<file path="src/rtl/pair_range.sv">
// Range generator: emits (i, n) for i = base, base+step, ... while i stays inside
// [base, limit) (or (limit, base] for negative step), one tuple per valid/ready handshake.
module pair_range #(
    parameter int WIDTH = 32
) (
    input  logic             _clock,
    input  logic             _reset,
    input  logic             _start,
    input  logic [WIDTH-1:0] base,
    input  logic [WIDTH-1:0] limit,
    input  logic [WIDTH-1:0] step,
    input  logic             _ready,
    output logic             _valid,
    output logic             _done,
    output logic [WIDTH-1:0] _0,
    output logic [WIDTH-1:0] _1
);

    typedef enum logic {S_DONE, S_RUN} state_t;

    localparam logic signed [WIDTH-1:0] ZERO = '0;

    state_t                  state, state_nxt;
    logic signed [WIDTH-1:0] i_q, lim_q, stp_q;
    logic        [WIDTH-1:0] n_q;
    logic                    ovf_q;
    logic                    adv, in_range, emit;
    logic        [WIDTH:0]   sum;
    logic                    sum_ovf;

    // Sign-extended sum; top two bits disagreeing means i+stp left the signed range.
    assign sum     = {i_q[WIDTH-1], i_q} + {stp_q[WIDTH-1], stp_q};
    assign sum_ovf = sum[WIDTH] ^ sum[WIDTH-1];

    assign adv      = _ready || !_valid;
    assign in_range = !ovf_q && (((stp_q > ZERO) && (i_q < lim_q)) ||
                                 ((stp_q < ZERO) && (i_q > lim_q)));

    // State register: start outranks reset.
    always_ff @(posedge _clock) begin
        if (_start)
            state <= S_RUN;
        else if (_reset)
            state <= S_DONE;
        else
            state <= state_nxt;
    end

    always_comb begin
        state_nxt = state;
        case (state)
            S_RUN:   if (adv && !in_range) state_nxt = S_DONE;
            default: state_nxt = state;
        endcase
    end

    always_comb begin
        _done = (state == S_DONE);
        emit  = (state == S_RUN) && adv && in_range;
    end

    always_ff @(posedge _clock) begin
        if (_start) begin
            lim_q  <= limit;
            stp_q  <= step;
            i_q    <= base;
            n_q    <= '0;
            ovf_q  <= 1'b0;
            _valid <= 1'b0;
        end else if (_reset) begin
            _valid <= 1'b0;
            _0     <= '0;
            _1     <= '0;
        end else begin
            if (_ready) _valid <= 1'b0;
            if (emit) begin
                _0     <= i_q;
                _1     <= n_q;
                _valid <= 1'b1;
                i_q    <= sum[WIDTH-1:0];
                n_q    <= n_q + 1'b1;
                ovf_q  <= sum_ovf;
            end
        end
    end

endmodule

</file>
<file path="config.mk">
export PLATFORM = sky130hd
export DESIGN_NAME = pair_range
export DESIGN_NICKNAME = d
export VERILOG_FILES = /design/src/rtl/pair_range.sv
export SDC_FILE = /design/constraint.sdc
export NUM_CORES = 1
export LEC_CHECK = 0
export ABC_AREA = 1
export BUFFER_PORTS_ARGS = -buffer_cell sky130_fd_sc_hd__buf_2
export CAP_MARGIN = 0
export CORE_MARGIN = 2
export CORE_UTILIZATION = 57
export CTS_CLUSTER_DIAMETER = 40
export DETAILED_ROUTE_END_ITERATION = 12
export PLACE_DENSITY = 0.8
export SYNTH_ARGS = -nofsm -noshare
export SYNTH_HDL_FRONTEND = slang
export SYNTH_SLANG_ARGS = --single-unit
</file>
<file path="constraint.sdc">
create_clock -name _clock -period 7.4 [get_ports _clock]
set_input_delay 0.37 -clock _clock [delete_from_list [all_inputs] [get_ports _clock]]
set_output_delay 0.37 -clock _clock [all_outputs]
set_load 0.02 [all_outputs]
</file>
==> results of run 1 <==
[stage by stage]
step | hold slack [ns] | cell area (um2)
finish | 0.09479 | 12080
global route | 0.08672 | 12080
CTS | 0.08855 | 12080
detailed placement | 0.4665 | 11510
global placement | 0.4516 | 11510
floorplan | 0.4433 | 10460
[metal layers]
layer  up-vias  wire length, um  GRT usage
met4         0              714    0.09516
met2       325            12380     0.4634
li1       4310                -          -
met5         -                0          0
met1      4014            10390     0.3354
met3        59             1447    0.04577
[power by group through the flow]
stage	clock (mW)	combinational [mW]	sequential (mW)
after floorplan	0	0.632	1.47
after global placement	0	0.911	1.43
after detailed placement	0	0.934	1.43
after CTS	0.900	0.940	1.41
after global routing	0.943	1.07	1.42
final	0.891	0.947	1.41
[final timing paths]
check | cells after the start | start | slack, ns | end
setup / recovery | 12 | i_q[31] | 3.36 | _0[5]
hold / removal | 1 | limit[26] | 0.09 | lim_q[26]
setup reg to reg | 12 | i_q[31] | 3.36 | _0[5]
hold reg to reg | 2 | state | 0.47 | state
[cell families (layout without fill, tap and decap cells)]
group | count (synthesis) | after routing
xor+xnor | 6 | 6
simple gates | 614 | 614
buf+inv | 192 | 366
fa+ha+maj | 66 | 66
flops | 195 | 195
compound gates | 120 | 120
[worst max-delay path: cells and delay by family, from the launching register on]
kind / cells / cell delay [ns]
compound gates: 1 / 0.74
simple gates: 9 / 1.43
buf+inv: 1 / 0.63
flops: 1 / 0.43
fa+ha+maj: 1 / 0.37
[registers in the layout, summed over array words and instances (netlist names)]
name / count
_0: 32
_1: 32
i_q: 32
lim_q: 32
n_q: 32
stp_q: 32
_valid: 1
ovf_q: 1
state: 1
[synthesized netlist by cell type (all sizes together), types with 6 or more instances]
library cell and instances:
o21bai 11, clkbuf 17, nand3 61, nand2 255
nor3 17, buf 12, dfxtp 35, o21ai 32
inv 163, a31oi 7, a21oi 55, nor2 203
or2 15, ha 65, o21a 6, edfxtp 160
nand4 42, nor4 13
[area by class of cell]
| cell class | instances | area [um2] |
|---|---|---|
| tap | 229 | 286.5 |
| fill | 1433 | 5884 |
| clock buffer | 18 | 450.4 |
| clock inverter | 14 | 113.9 |
| sequential | 195 | 5505 |
| multi-input combinational | 806 | 4238 |
| inverter | 163 | 611.8 |
| timing repair buffer | 171 | 873.3 |
==> impl_metrics.tcl, run 1 <==
set metrics [dict create \
    setup_tns_ns 0 \
    yosys.area_share.simple 0.2529 \
    synth_area_leaders "edfxtp_1 46%, nand2_1 9.1%, ha_1 7.8%" \
    synth_top_area_cell "edfxtp_1" \
    seq_area_frac_synth 0.5261 \
    start_util 0.5825 \
    cts_tree "built" \
    drv_cap 0 \
    cp_common_cell "nand2_1" \
    vias_per_cell 5.456 \
    drive_gt1_frac 0.1697 \
    synth.top_cell.area_share 0.4592 \
    period_minus_slack_ns 4.041 \
    synth_cell_type_count 42 \
    std_cell_rows 49 \
    power_density_nw_per_um2 269.0 \
    outcome "complete, no violations" \
    p_comb_frac 0.291 \
    grt.overflow.total 0 \
    die_w_um 139.5 \
    slew_headroom 0.3061 \
    synth_top_family_by_area "simple AND/OR/NAND/NOR gates" \
    intPower_mw 2.117 \
    grt_max_degree 76 \
    yosysWarnings 0 \
    netlist_area_um2 10460 \
    hold_path_class "primary input to register" \
    fin_worst_skew_ns 0.02105 \
    synth_flop_cell "edfxtp_1" \
    async_reset_ff_frac 0 \
    cts_root_buf "clkbuf_16" \
    worstSetupPathType "register to register" \
    cp_max_fo 43 \
    grt_usage 0.2660 \
    worst_slew_pin_slew_ns 1.038 \
    end_kind "register" \
    drcViolationCount 0 \
    die_h_um 139.5 \
    cpPeakStageDelay_ns 0.74 \
    worstSkewPairLatency_ns 0.45 \
    dieArea_um2 19460 \
    cts.sinks 195 \
    cts_hold_buf 0 \
    slowest_stage "a21oi_4" \
    post-route-period-util 0.5460 \
    syn_area_per_cell_um2 8.771 \
    htreeDepth 4 \
    synth_edf_count 160 \
    pre_cts_slack_ns 3.373 \
    grt_pass1_vias 8671 \
    synth-adder-area-share 0.07964 \
    dp_cells 1564 \
    setup-violations-final 0 \
    p_leak_nw 5.340 \
    vias 8708 \
    final_cell_count_no_fill 1596 \
    synth_xor_area_frac 0.005022 \
    switching_share 0.3485 \
    worstPathArrival_ns 4.12 \
    switchingPower_mw 1.132 \
    ys_ff_latch 195 \
    area_growth_pct 15.44 \
    coreArea_um2 17960 \
    diodes 0 \
    gp_congestion 0.9413 \
    utilization 0.6724 \
    avgRoutedWirePerCell_um 15.62 \
    drv_slew 0 \
    cp-start-kind "register" \
    post_cts_buffers 0 \
    clkPwrFrac 0.274 \
    power_frac_seq 0.434 \
    drtAntennaViolNets 0 \
    hpwl_mm 18.37 \
    synth_nets 1359 \
    nets 1520 \
    drtIter0Drc 790 \
    max_freq_mhz 247.5 \
    final_cell_mix "254 x nand2_1, 199 x nor2_1, 164 x buf_2" \
    totalWireLength_mm 24.93 \
    final_common_cell "nand2_1" \
    crit_required_ns 7.48 \
    port-buffer-count 165 \
    yosys-mux-area-fraction 0 \
    ctsResizeCount 0 \
    grt_pass1_wl_mm 41.24 \
    clk_pin_slew_ns 0.08 \
    cts_buffer_depth 2 \
    antenna_found_initial 0 \
    io_pins 166 \
    dr.pass1.iters 6 \
    hold_viol 0 \
    netlist_instances 1193 \
    cts_buffers 17 \
    synth_compound_area_frac 0.06529 \
    ir_drop_mv 0.2106 \
    power_mw 3.250 \
    worst_slack_ns 3.359 \
    path_cells "ha_1, nand2_1, nor2_2, nand2_1, nor3b_2, nand2_1, nand3_1, nand2_1, nand2_1, nand4_2, a21oi_4, buf_4" \
    grt_setup_unrepaired "false" \
]
No activity file was read; power rests on OpenSTA's default activity.
==> run 2: changes to the inputs <==
Settings changed: ABC_AREA 1 to 0, PLACE_DENSITY 0.8 to 0.81.
Clock period 7.4 ns to 4.24 ns, I/O delays scaled along.
==> run 2 against run 1 <==
- die area shrank 7.9%
- sequential share of layout area grew 0.52 points
- largest cell class unchanged
- power grew 79%
- critical endpoint is now _1[5]
- setup slack lost 2.7 ns
==> impl_metrics.tcl, run 2 <==
set metrics [dict create \
    outcome "complete, no violations" \
    grt_pass1_vias 7254 \
    ir_drop_mv 0.3155 \
    synth_cell_type_count 56 \
    power_density_nw_per_um2 486.3 \
    power_frac_seq 0.434 \
    diodes 0 \
    cp-start-kind "register" \
    drcViolationCount 0 \
    synth_xor_area_frac 0.03189 \
    setup_tns_ns 0 \
    post_cts_buffers 0 \
    syn_area_per_cell_um2 11.40 \
    worstPathArrival_ns 3.68 \
    yosysWarnings 0 \
    max_freq_mhz 280.3 \
    port-buffer-count 165 \
    start_util 0.5817 \
    grt_pass1_wl_mm 35.28 \
    synth_nets 1009 \
    ys_ff_latch 195 \
    area_growth_pct 24.25 \
    p_comb_frac 0.287 \
    worstSetupPathType "register to register" \
    grt.overflow.total 0 \
    drv_slew 0 \
    netlist_area_um2 9612 \
    grt_max_degree 77 \
    postLayoutCellArea_um2 11940 \
    drv_cap 0 \
    vias 7373 \
    synth_edf_count 160 \
    cp_max_fo 18 \
    avgRoutedWirePerCell_um 16.73 \
    coreArea_um2 16520 \
    cts_buffer_depth 2 \
    die_w_um 133.9 \
    switchingPower_mw 1.833 \
    synth.top_cell.area_share 0.4999 \
    synth_area_leaders "edfxtp_1 50%, ha_1 8.5%, dfxtp_1 7.3%" \
    cts_tree "built" \
    fin_worst_skew_ns 0.008709 \
    num-fill-cells 1143 \
    synth_flop_cell "edfxtp_1" \
    hold_path_class "primary input to register" \
    die_h_um 133.9 \
    clkPwrFrac 0.279 \
    hpwl_mm 15.08 \
    grt_setup_unrepaired "false" \
    totalWireLength_mm 21.92 \
    yosys.area_share.simple 0.1544 \
    grt_usage 0.2528 \
    htreeDepth 4 \
    worst_slew_pin_slew_ns 0.7832 \
    dr.pass1.iters 8 \
    antenna_found_initial 0 \
    drtAntennaViolNets 0 \
    ctsResizeCount 0 \
    yosys-top-cells-count "160 x edfxtp_1, 65 x ha_1, 64 x nand2_1" \
    cts.sinks 195 \
    yosysMostFrequentCell "edfxtp_1" \
    worstSkewPairLatency_ns 0.44 \
    synth-adder-area-share 0.08670 \
    post-route-period-util 0.8415 \
    gp_congestion 0.9413 \
    drive_gt1_frac 0.2037 \
    seq_area_frac_synth 0.5728 \
    yosys-mux-area-fraction 0.005728 \
    final_common_cell "buf_2" \
    setup-violations-final 0 \
    final_cell_mix "164 x buf_2, 160 x edfxtp_1, 65 x ha_1" \
    crit_required_ns 4.36 \
    intPower_mw 3.975 \
    cts_root_buf "clkbuf_16" \
    async_reset_ff_frac 0 \
    p_leak_nw 4.854 \
    switching_share 0.3156 \
    vias_per_cell 5.628 \
    cts_buffers 17 \
    clk_pin_slew_ns 0.07 \
    dieArea_um2 17920 \
    synth_top_area_cell "edfxtp_1" \
    std_cell_rows 47 \
    synth_compound_area_frac 0.1165 \
    dpl_cell_area_um2 10710 \
    io_pins 166 \
    hold_viol 0 \
    power_mw 5.808 \
    drtIter0Drc 726 \
    netlist_instances 843 \
    period_minus_slack_ns 3.568 \
    slew_headroom 0.4779 \
    synth_top_family_by_area "simple AND/OR/NAND/NOR gates" \
    nets 1243 \
    end_kind "register" \
]
==> run 2: cell types whose count changed in the layout (fill, tap and decap cells not counted), sizes merged, moves of 21 or more <==
cell	previous run	this run
nor2b	0	57
nand4	42	18
dlygate4sd3	0	64
o21ai	32	61
inv	171	64
nor2	203	45
xnor2	4	25
nand3	61	16
nand2	255	64
==> run 2: power groups by stage <==
stage | clock, mW | sequential, mW | combinational [mW]
2_1_floorplan | 0 | 2.62 | 1.05
3_3_place_gp | 0 | 2.55 | 1.54
3_5_place_dp | 0 | 2.56 | 1.58
4_1_cts | 1.63 | 2.52 | 1.65
5_1_grt | 1.72 | 2.54 | 1.84
6_report | 1.62 | 2.52 | 1.66
==> run 2: path summary, 6_finish.rpt <==
path	startpoint	endpoint	slack [ns]	cells past startpoint
setup / recovery	i_q[19]	_1[5]	0.67	12
hold / removal	base[11]	i_q[11]	0.06	3
setup reg to reg	i_q[19]	_1[5]	0.67	12
hold reg to reg	n_q[25]	n_q[25]	0.49	2
==> run 2: critical path, stage by stage, from the launching register on <==
cell,delay (ns)
edfxtp_1,0.43
ha_1,0.35
a21oi_1,0.15
o21ai_0,0.14
a221o_1,0.40
a2111oi_0,0.43
buf_4,0.20
a21o_1,0.17
and2_1,0.18
nand2_1,0.06
nor2_1,0.10
o21a_2,0.27
buf_4,0.33
==> run 2: cells by family (layout without fill, tap and decap cells) <==
family | after synthesis | count (layout)
and+or+nand+nor | 274 | 274
muxes | 5 | 5
DFF | 195 | 195
adders and majority gates | 66 | 66
buffers and inverters | 82 | 329
AOI/OAI and AO/OA | 186 | 186
xor gates and xnor gates | 35 | 35
==> run 2: per-layer routing <==
metal	vias to the layer above	GRT usage	routed length, um
met2	293	0.4066	10400
met1	3449	0.3355	9302
met5	-	0	0
li1	3562	-	-
met3	69	0.04724	1431
met4	0	0.1170	787
==> run 2: final cells by class <==
cell class	instances	area [um2]	share of cell area
sequential	195	5505	0.4610
timing repair buffer	239	1556	0.1303
tap	220	275.3	0.02305
clock inverter	12	141.4	0.01184
inverter	58	217.7	0.01823
multi-input combinational	566	3800	0.3182
clock buffer	20	446.7	0.03740
==> run 2: what timing repair did <==
action,CTS,global route
hold endpoints to repair,64,0
hold buffers,64,0
endpoints found under the setup margin,0,0
==> run 2: metrics by stage <==
stage / hold slack [ns] / cells / utilization / worst slack [ns]
global placement: 0.3895 / 1214 / 0.6484 / 0.8780
finish: 0.06044 / 1310 / 0.7227 / 0.6721
global route: 0.07044 / 1310 / 0.7227 / 0.4102
detailed placement: 0.3901 / 1214 / 0.6484 / 0.7929
floorplan: 0.3109 / 843 / - / 0.07920
CTS: 0.04833 / 1310 / 0.7227 / 0.7136
